<file path="config.mk">
export PLATFORM = sky130hd
export DESIGN_NAME = instr_fetch_unit
export DESIGN_NICKNAME = d
export VERILOG_FILES = /design/src/rtl/instr_fetch_unit.sv
export SDC_FILE = /design/constraint.sdc
export NUM_CORES = 1
export LEC_CHECK = 0
export CORE_MARGIN = 8
export CORE_UTILIZATION = 58
export CTS_BUF_LIST = sky130_fd_sc_hd__clkbuf_8
export CTS_CLUSTER_SIZE = 20
export DETAILED_ROUTE_END_ITERATION = 12
export PLACE_DENSITY = 0.83
export SYNTH_ARGS = -nofsm -noshare
export SYNTH_HDL_FRONTEND = slang
export SYNTH_SLANG_ARGS = --single-unit
</file>
<file path="constraint.sdc">
create_clock -name clock -period 4.3 [get_ports clock]
set_input_delay 0.86 -clock clock [delete_from_list [all_inputs] [get_ports clock]]
set_output_delay 0.86 -clock clock [all_outputs]
set_load 0.02 [all_outputs]
</file>
<file path="src/rtl/instr_fetch_unit.sv">
// Instruction fetch front end: credit-limited in-order word fetch into a prefetch FIFO,
// valid/ready delivery to decode, and redirect with stale-response dropping.
module instr_fetch_unit #(
  parameter logic [31:0] RESET_PC = 32'h0000_0000,
  parameter int unsigned DEPTH    = 4
) (
  input  logic        clock,
  input  logic        reset,
  output logic        imem_req_valid,
  input  logic        imem_req_ready,
  output logic [31:0] imem_req_addr,
  input  logic        imem_rsp_valid,
  input  logic [31:0] imem_rsp_data,
  output logic        instr_valid,
  input  logic        instr_ready,
  output logic [31:0] instr,
  output logic [31:0] instr_pc,
  input  logic        redirect,
  input  logic [31:0] redirect_pc
);

  localparam int unsigned AW      = $clog2(DEPTH);
  localparam int unsigned CW      = $clog2(DEPTH + 1);
  localparam logic [31:0] NOP     = 32'h0000_0013;
  localparam logic [CW:0] CREDITS = (CW + 1)'(DEPTH);
  localparam logic [AW-1:0] PTR_ONE = AW'(1);
  localparam logic [CW-1:0] CNT_ONE = CW'(1);

  logic [31:0]   fetch_pc_q;
  logic [31:0]   rsp_pc_q;
  logic [CW-1:0] outstanding_q, outstanding_d;
  logic [CW-1:0] drop_cnt_q, drop_cnt_d;
  logic [CW-1:0] count_q, count_d;
  logic [AW-1:0] wr_ptr_q, rd_ptr_q;
  logic [31:0]   data_mem_q [DEPTH];
  logic [31:0]   pc_mem_q   [DEPTH];

  logic [31:0] redirect_pc_aligned;
  logic [CW:0] in_use;
  logic        req_fire;
  logic        push;
  logic        pop;

  assign redirect_pc_aligned = redirect_pc & 32'hFFFF_FFFC;

  // Every request in flight owns a FIFO slot, so the FIFO can never overflow.
  assign in_use         = {1'b0, outstanding_q} + {1'b0, count_q};
  assign imem_req_valid = !reset && !redirect && (in_use < CREDITS);
  assign imem_req_addr  = reset ? RESET_PC : fetch_pc_q;
  assign req_fire       = imem_req_valid && imem_req_ready;

  assign push = imem_rsp_valid && !redirect && (drop_cnt_q == '0);

  assign instr_valid = !reset && !redirect && (count_q != '0);
  assign instr       = instr_valid ? data_mem_q[rd_ptr_q] : NOP;
  assign instr_pc    = instr_valid ? pc_mem_q[rd_ptr_q] : '0;
  assign pop         = instr_valid && instr_ready;

  // NOTE: every next-state value gets a default before any branch so no latch can be inferred.
  always_comb begin
    outstanding_d = outstanding_q;
    if (req_fire && !imem_rsp_valid) begin
      outstanding_d = outstanding_q + CNT_ONE;
    end else if (!req_fire && imem_rsp_valid) begin
      outstanding_d = outstanding_q - CNT_ONE;
    end

    drop_cnt_d = drop_cnt_q;
    if (redirect) begin
      drop_cnt_d = outstanding_d;
    end else if (imem_rsp_valid && (drop_cnt_q != '0)) begin
      drop_cnt_d = drop_cnt_q - CNT_ONE;
    end

    count_d = count_q;
    if (redirect) begin
      count_d = '0;
    end else if (push && !pop) begin
      count_d = count_q + CNT_ONE;
    end else if (!push && pop) begin
      count_d = count_q - CNT_ONE;
    end
  end

  // NOTE: state registers use non-blocking assignments so all of them update from pre-edge values.
  always_ff @(posedge clock) begin
    if (reset) begin
      fetch_pc_q    <= RESET_PC;
      rsp_pc_q      <= RESET_PC;
      outstanding_q <= '0;
      drop_cnt_q    <= '0;
      count_q       <= '0;
      wr_ptr_q      <= '0;
      rd_ptr_q      <= '0;
    end else begin
      outstanding_q <= outstanding_d;
      drop_cnt_q    <= drop_cnt_d;
      count_q       <= count_d;
      if (redirect) begin
        fetch_pc_q <= redirect_pc_aligned;
        rsp_pc_q   <= redirect_pc_aligned;
        wr_ptr_q   <= '0;
        rd_ptr_q   <= '0;
      end else begin
        if (req_fire) begin
          fetch_pc_q <= fetch_pc_q + 32'd4;
        end
        if (push) begin
          rsp_pc_q <= rsp_pc_q + 32'd4;
          wr_ptr_q <= wr_ptr_q + PTR_ONE;
        end
        if (pop) begin
          rd_ptr_q <= rd_ptr_q + PTR_ONE;
        end
      end
    end
  end

  // NOTE: the storage array is not reset; count_q alone decides which entries are meaningful.
  always_ff @(posedge clock) begin
    if (push && !reset) begin
      data_mem_q[wr_ptr_q] <= imem_rsp_data;
      pc_mem_q[wr_ptr_q]   <= rsp_pc_q;
    end
  end

endmodule

</file>
==> summary.txt, run 1 <==
part of the power in registers = 56.1%
clk sink count = 323
critical setup path kind = input port to output port
kind of launch point of the worst setup path = input port
sequential fraction of the synthesis area = 65.2%
Worst Max-Slew Pin Slew = 1040 ps
end point of the most critical hold path = rd_ptr_q[1]
sum of net half-perimeters after detailed placement = 19.1 mm
number of hold violations in the final report = 0
clk slew on worst S/H paths = 60 ps
detailed-route wire length per cell = 19.8 um
vias in the first global route = 8856
dpl cells = 1393
worst relative slew slack = 30.1%
via count of the routed design = 8583
total negative slack for setup checks = 0 ps
insertion delay of the later-clocked pin in the worst-skew pair = 560 ps
wire length on met3 = 2.37 mm
first-pass GRT wire length = 46.3 mm
vias per std cell = 5.79
worst slack on hold paths = 534 ps
Post-synth EDFFs = 248
Placed Instance Area = 15700 um2
critical path fanouts, max = 31
switch share = 22.6%
mean post-synth cell area = 14.4 um2
synthesized cell area = 13700 um2
combinational power share = 6.8%
starting utilization of the core area = 58.8%
Inserted Clock Buffers = 49
Die Y = 170 um
final cycle utilization of the critical path = 92.2%
row count = 56
Clock Skews = 21.5 ps
sum of met2 wire segment lengths after detailed routing = 13.6 mm
reg2reg start = count_q[0]
fraction of synthesis flops using an asynchronous set or reset pin = 0%
most common cell after layout, fill and taps aside = edfxtp_1
count of cell types in the netlist = 55
number of buffers inserted to repair setup after CTS = 0
total power after layout = 6.26 mW
number of max-slew violations in the final report = 0
GRT Total Usage = 20.3%
part of the power in the clock network = 37.1%
number of cell instances on the worst register-to-register path = 10
final standard cell area without fillers = 16600 um2
number of iterations in the first detailed-routing pass = 5
Worst R2R End = count_q[2]
final wirelength = 29.3 mm
worst hold start = rd_ptr_q[1]
Internal Dissipation = 4.85 mW
CP arrival = 3100 ps
R2R Setup Slk = 1200 ps
critical path data required time = 3440 ps
yosys synthesis warning count = 0
Final min period = 3960 ps
io pins = 168
PnR worst setup slack = 337 ps
level count of the clock H-tree = 2
most used flip-flop cell after synthesis = edfxtp_1
Setup-failing EPs final = 0
setup slack after placement = 334 ps
net count of the finished layout = 1209
count of inserted antenna diode cells = 0
grt ovf = 0
max-cap violation count = 0
DRC errors left = 0
leakage component of the power = 5.54 nW
status = completed
switching power total = 1.41 mW
number of standard cells after synthesis = 950
maximum achievable frequency = 252 MHz
Yosys reg bits = 323
Core Footprint = 23300 um2
Min-Delay Path Depth = 2
synth-to-layout area growth = 21.1%
pin count of the biggest net entering global routing = 92
Final Wtd Congestion = 0.843
width of the chip = 170 um
final standard cell utilization of the core = 71.2%
drt first-iter violations = 648
number of buffer cells added on primary ports = 161
cts-stage hold buffer count = 0
type of destination of the critical path = output port
HP Class = flop to flop
Die Area = 28800 um2
routed metal-1 wire length = 12.7 mm
most frequent cells in the layout = 248 x edfxtp_1, 149 x clkdlybuf4s50_1, 73 x dfxtp_1
setup repair after global routing missed its margin = false
share of layout cells above drive strength 1 = 14.3%
uppermost layer routed = met4
post-CTS resize count = 0
non-filler instance count after layout = 1483
peak ir drop on the vdd network = 0.220 mV
number of routed nets with antenna violations = 0
Power Density = 377 nW/um2
antenna violations before repair = 0
TritonCTS clock tree = yes
maximum number of buffers from clock root to sink = 3
buffer type at the clock tree root = clkbuf_8
-- sequential cells by signal (all words and copies together), names as in the netlist, named ones only --
register       count
data_mem_q       128
pc_mem_q         120
fetch_pc_q        30
rsp_pc_q          30
count_q            3
drop_cnt_q         3
outstanding_q      3
rd_ptr_q           2
wr_ptr_q           2
-- synth_stat cells (all sizes together) (7+ instances only) --
master	n	share of area, %
and4	11	0.70
a21boi	9	0.49
mux4	62	10
nand4	18	0.82
a211oi	18	0.98
a31oi	26	1.2
buf	16	0.67
o21ai	21	0.77
nand3	20	0.73
nor3	9	0.33
and3	15	0.68
xor2	14	0.89
dfxtp	75	11
clkbuf	45	1.2
or4	7	0.41
nor2b	30	1.4
inv	18	0.49
ha	13	1.2
a21oi	26	0.95
nor2	51	1.4
or3	11	0.50
edfxtp	248	54
nand2	49	1.3
nor4	8	0.41
and2	66	3.0
xnor2	26	1.7
-- logic make-up after synthesis --
group,after synthesis,share of synthesized area [%]
xor+xnor,40,2.55
mux,67,10.5
buf+inv,79,2.39
other cells,1,0.0273
simple gates,307,12.4
flops,323,65.2
fa+ha+maj,14,1.33
compound gates,119,5.53
-- metal layers --
| layer | vias to the layer above | GRT usage [%] |
|---|---|---|
| met5 | - | 0 |
| met4 | 0 | 7.16 |
| met3 | 51 | 4.61 |
| met2 | 349 | 32.5 |
| met1 | 4203 | 27.2 |
| li1 | 3980 | - |
-- cell type report --
| cell class | instances | area (um2) |
|---|---|---|
| fillers | 1535 | 6710 |
| repair buffers | 182 | 1810 |
| flip-flops and latches | 323 | 8950 |
| well taps | 319 | 399 |
| multi-input cells | 551 | 4470 |
| clock buffers | 54 | 743 |
| inverters | 18 | 67.6 |
| clock inverters | 36 | 170 |
-- how the worst max path moves through the flow --
stage	start	cells after the start	endpoint	slack (ps)
2_1_floorplan	imem_rsp_valid	3	data_mem_q[0][0]	950
5_1_grt	redirect	6	instr[24]	210
4_1_cts	redirect	6	instr[24]	320
3_3_place_gp	redirect	6	instr[26]	420
3_5_place_dp	redirect	6	instr[29]	330
6_report	redirect	6	instr[24]	340
-- power by group through the flow --
stage          combinational [mW]  sequential (mW)  clock, mW
6_report                    0.425             3.51       2.32
5_1_grt                     0.466             3.52       2.51
4_1_cts                     0.426             3.51       2.37
3_5_place_dp                0.423             3.58          0
3_3_place_gp                0.411             3.57          0
2_1_floorplan               0.251             3.55          0
-- worst max-delay path, stage by stage --
cell	delay, ps
clkdlybuf4s50_1	410
or2_1	320
nor2_4	330
buf_4	350
and2_1	200
clkdlybuf4s50_1	610
Power figures use the tool's default switching activity.
==> inputs of run 2 (changes only) <==
- CORE_UTILIZATION: 58 -> 52
- CTS_BUF_LIST: sky130_fd_sc_hd__clkbuf_8 -> sky130_fd_sc_hd__clkbuf_4 sky130_fd_sc_hd__clkbuf_8
- PLACE_DENSITY: 0.83 -> 0.78
- clock period: 4.3 -> 3.3 ns (I/O delays scaled with it)
==> run 2 against run 1 <==
  * Combinational power increased by 33%
  * Largest power group unchanged
  * Clock skew decreased by 3.5 ps
  * Non-clock buffer count increased by 17
  * Die area increased by 10%
  * First-iteration DRC count decreased by 13%
  * Count of clock-buffer cells in the layout increased by 16
  * Register-to-register slack got worse by 440 ps
  * Sequential cell count unchanged
  * Critical path type unchanged
  * Critical endpoint is now instr_pc[3]
  * Critical path depth unchanged
  * Global-route usage decreased by 1.6 points
==> summary.txt, run 2 (synthesized netlist as in run 1, its figures left out) <==
worst path cell trace = clkdlybuf4s50_1 -> or2_1 -> nor2_4 -> buf_12 -> and2_1 -> clkdlybuf4s50_1 (was clkdlybuf4s50_1 -> or2_1 -> nor2_4 -> buf_4 -> and2_1 -> clkdlybuf4s50_1)
Power Density = 493 nW/um2 (was 377 nW/um2)
top register by number of flip-flops = data_mem_q (unchanged)
CP arrival = 2550 ps (was 3100 ps)
Core Footprint = 26000 um2 (was 23300 um2)
synth-to-layout area growth = 23.2% (was 21.1%)
most frequent cells in the layout = 248 x edfxtp_1, 147 x clkdlybuf4s50_1, 73 x dfxtp_1 (was 248 x edfxtp_1, 149 x clkdlybuf4s50_1, 73 x dfxtp_1)
io pins = 168 (unchanged)
pin count of the biggest net entering global routing = 75 (was 92)
sum of net half-perimeters after detailed placement = 20.0 mm (was 19.1 mm)
critical path data required time = 2640 ps (was 3440 ps)
Final Wtd Congestion = 0.850 (was 0.843)
final wirelength = 30.1 mm (was 29.3 mm)
grt ovf = 0 (unchanged)
delay of the slowest cell on the worst path = 620 ps (was 610 ps)
starting utilization of the core area = 52.8% (was 58.8%)
Final min period = 3210 ps
detailed-route wire length per cell = 19.9 um (was 19.8 um)
worst relative slew slack = 30.2% (was 30.1%)
level count of the clock H-tree = 2 (unchanged)
Placed Instance Area = 15900 um2 (was 15700 um2)
leakage component of the power = 5.64 nW (was 5.54 nW)
clk sink count = 323 (unchanged)
HP Class = flop to flop (unchanged)
cts-stage hold buffer count = 0 (unchanged)
clk slew on worst S/H paths = 60 ps (about the same)
number of buffer cells added on primary ports = 161 (unchanged)
number of cell instances on the worst register-to-register path = 5 (was 10)
Die Y = 178 um (was 170 um)
most common cell after layout, fill and taps aside = edfxtp_1 (unchanged)
kind of launch point of the worst setup path = input port (unchanged)
Inserted Clock Buffers = 48 (was 49)
Internal Dissipation = 6.52 mW (was 4.85 mW)
buffer type at the clock tree root = clkbuf_8 (unchanged)
part of the power in registers = 54.9% (was 56.1%)
combinational power share = 6.8% (about the same)
setup repair after global routing missed its margin = false (unchanged)
number of hold violations in the final report = 0 (unchanged)
maximum number of buffers from clock root to sink = 3 (unchanged)
number of buffer and inverter stages on the critical path = 3 (unchanged)
Die Area = 31800 um2 (was 28800 um2)
drt first-iter violations = 564 (was 648)
net count of the finished layout = 1225 (was 1209)
number of routed nets with antenna violations = 0 (unchanged)
Levels on crit path = 6 (unchanged)
peak ir drop on the vdd network = 0.285 mV (was 0.220 mV)
number of iterations in the first detailed-routing pass = 5 (unchanged)
Min-Delay Path Depth = 2 (unchanged)
switch share = 21.8% (was 22.6%)
non-filler instance count after layout = 1511 (was 1483)
antenna violations before repair = 0 (unchanged)
critical setup path kind = input port to output port (unchanged)
maximum achievable frequency = 311 MHz
part of the power in the clock network = 38.3% (was 37.1%)
number of flip-flops in the largest register = 128 (unchanged)
family of cells with the greatest summed delay on the critical path = buffers and inverters (unchanged)
via count of the routed design = 8551 (was 8583)
dpl cells = 1423 (was 1393)
cell mode on critical path = clkdlybuf4s50_1 (unchanged)
Worst Max-Slew Pin Slew = 1040 ps (about the same)
largest registers = data_mem_q (128), pc_mem_q (120) (unchanged)
PnR worst setup slack = 88.7 ps (was 337 ps)
max-cap violation count = 0 (unchanged)
type of destination of the critical path = output port (unchanged)
share of layout cells above drive strength 1 = 17.1% (was 14.3%)
first-pass GRT wire length = 46.9 mm (was 46.3 mm)
status = completed (unchanged)
Setup-failing EPs final = 0 (unchanged)
number of max-slew violations in the final report = 0 (unchanged)
vias in the first global route = 8690 (was 8856)
final standard cell utilization of the core = 65.1% (was 71.2%)
switching power total = 1.82 mW (was 1.41 mW)
setup slack after placement = 62.3 ps (was 334 ps)
critical path fanouts, max = 43 (was 31)
DRC errors left = 0 (unchanged)
count of inserted antenna diode cells = 0 (unchanged)
slowest library cell on the worst path = clkdlybuf4s50_1 (unchanged)
insertion delay of the later-clocked pin in the worst-skew pair = 550 ps (was 560 ps)
final cycle utilization of the critical path = 97.3%
row count = 59 (was 56)
vias per std cell = 5.66 (was 5.79)
Clock Skews = 18.0 ps (was 21.5 ps)
total power after layout = 8.34 mW (was 6.26 mW)
TritonCTS clock tree = yes (unchanged)
width of the chip = 178 um (was 170 um)
worst slack on hold paths = 521 ps (was 534 ps)
GRT Total Usage = 18.7% (was 20.3%)
final standard cell area without fillers = 16900 um2 (was 16600 um2)
total negative slack for setup checks = 0 ps (unchanged)
## run 2: layout make-up
| class | count | area (um2) |
|---|---|---|
| clock inverter | 15 | 88.8 |
| sequential | 323 | 8950 |
| fill | 1897 | 9080 |
| timing repair buffer | 199 | 2020 |
| inverter | 18 | 67.6 |
| multi-input combinational | 551 | 4480 |
| clock buffer | 70 | 876 |
| tap | 335 | 419 |
## run 2: what timing repair did
item                       4_1_cts  5_1_grt
setup endpoints to repair       40       48
gates resized for setup          0        2
hold endpoints to repair         0        0
buffers inserted                 1        2
## run 2: path summary, 6_finish.rpt
kind | start | endpoint | slack (ps)
hold reg to reg | rd_ptr_q[1] | flop | 520
setup reg to reg | count_q[1] | fetch_pc_q[21] | 760
hold / removal | rd_ptr_q[1] | flop | 520
setup / recovery | redirect | instr_pc[3] | 90
## run 2: tightest hold or removal path: stages, from the launching register on
cell and delay [ps]:
dfxtp_1 320, xor2_1 60, nor2_1 100
## run 2: layer usage
layer,up-vias,global-route usage [%],wire length [um],share of wire (%)
met5,-,0,0,0
met4,0,4.93,528,1.8
met3,39,4.32,2100,7.0
met2,301,30.5,14400,48
met1,4198,25.0,13100,43
li1,4013,-,-,-
## run 2: power by group through the flow
stage               combinational [mW]  sequential (mW)  clock (mW)
finish                           0.566             4.57        3.19
global route                     0.620             4.59        3.42
CTS                              0.569             4.57        3.27
detailed placement               0.564             4.66           0
global placement                 0.551             4.65           0
floorplan                        0.327             4.62           0
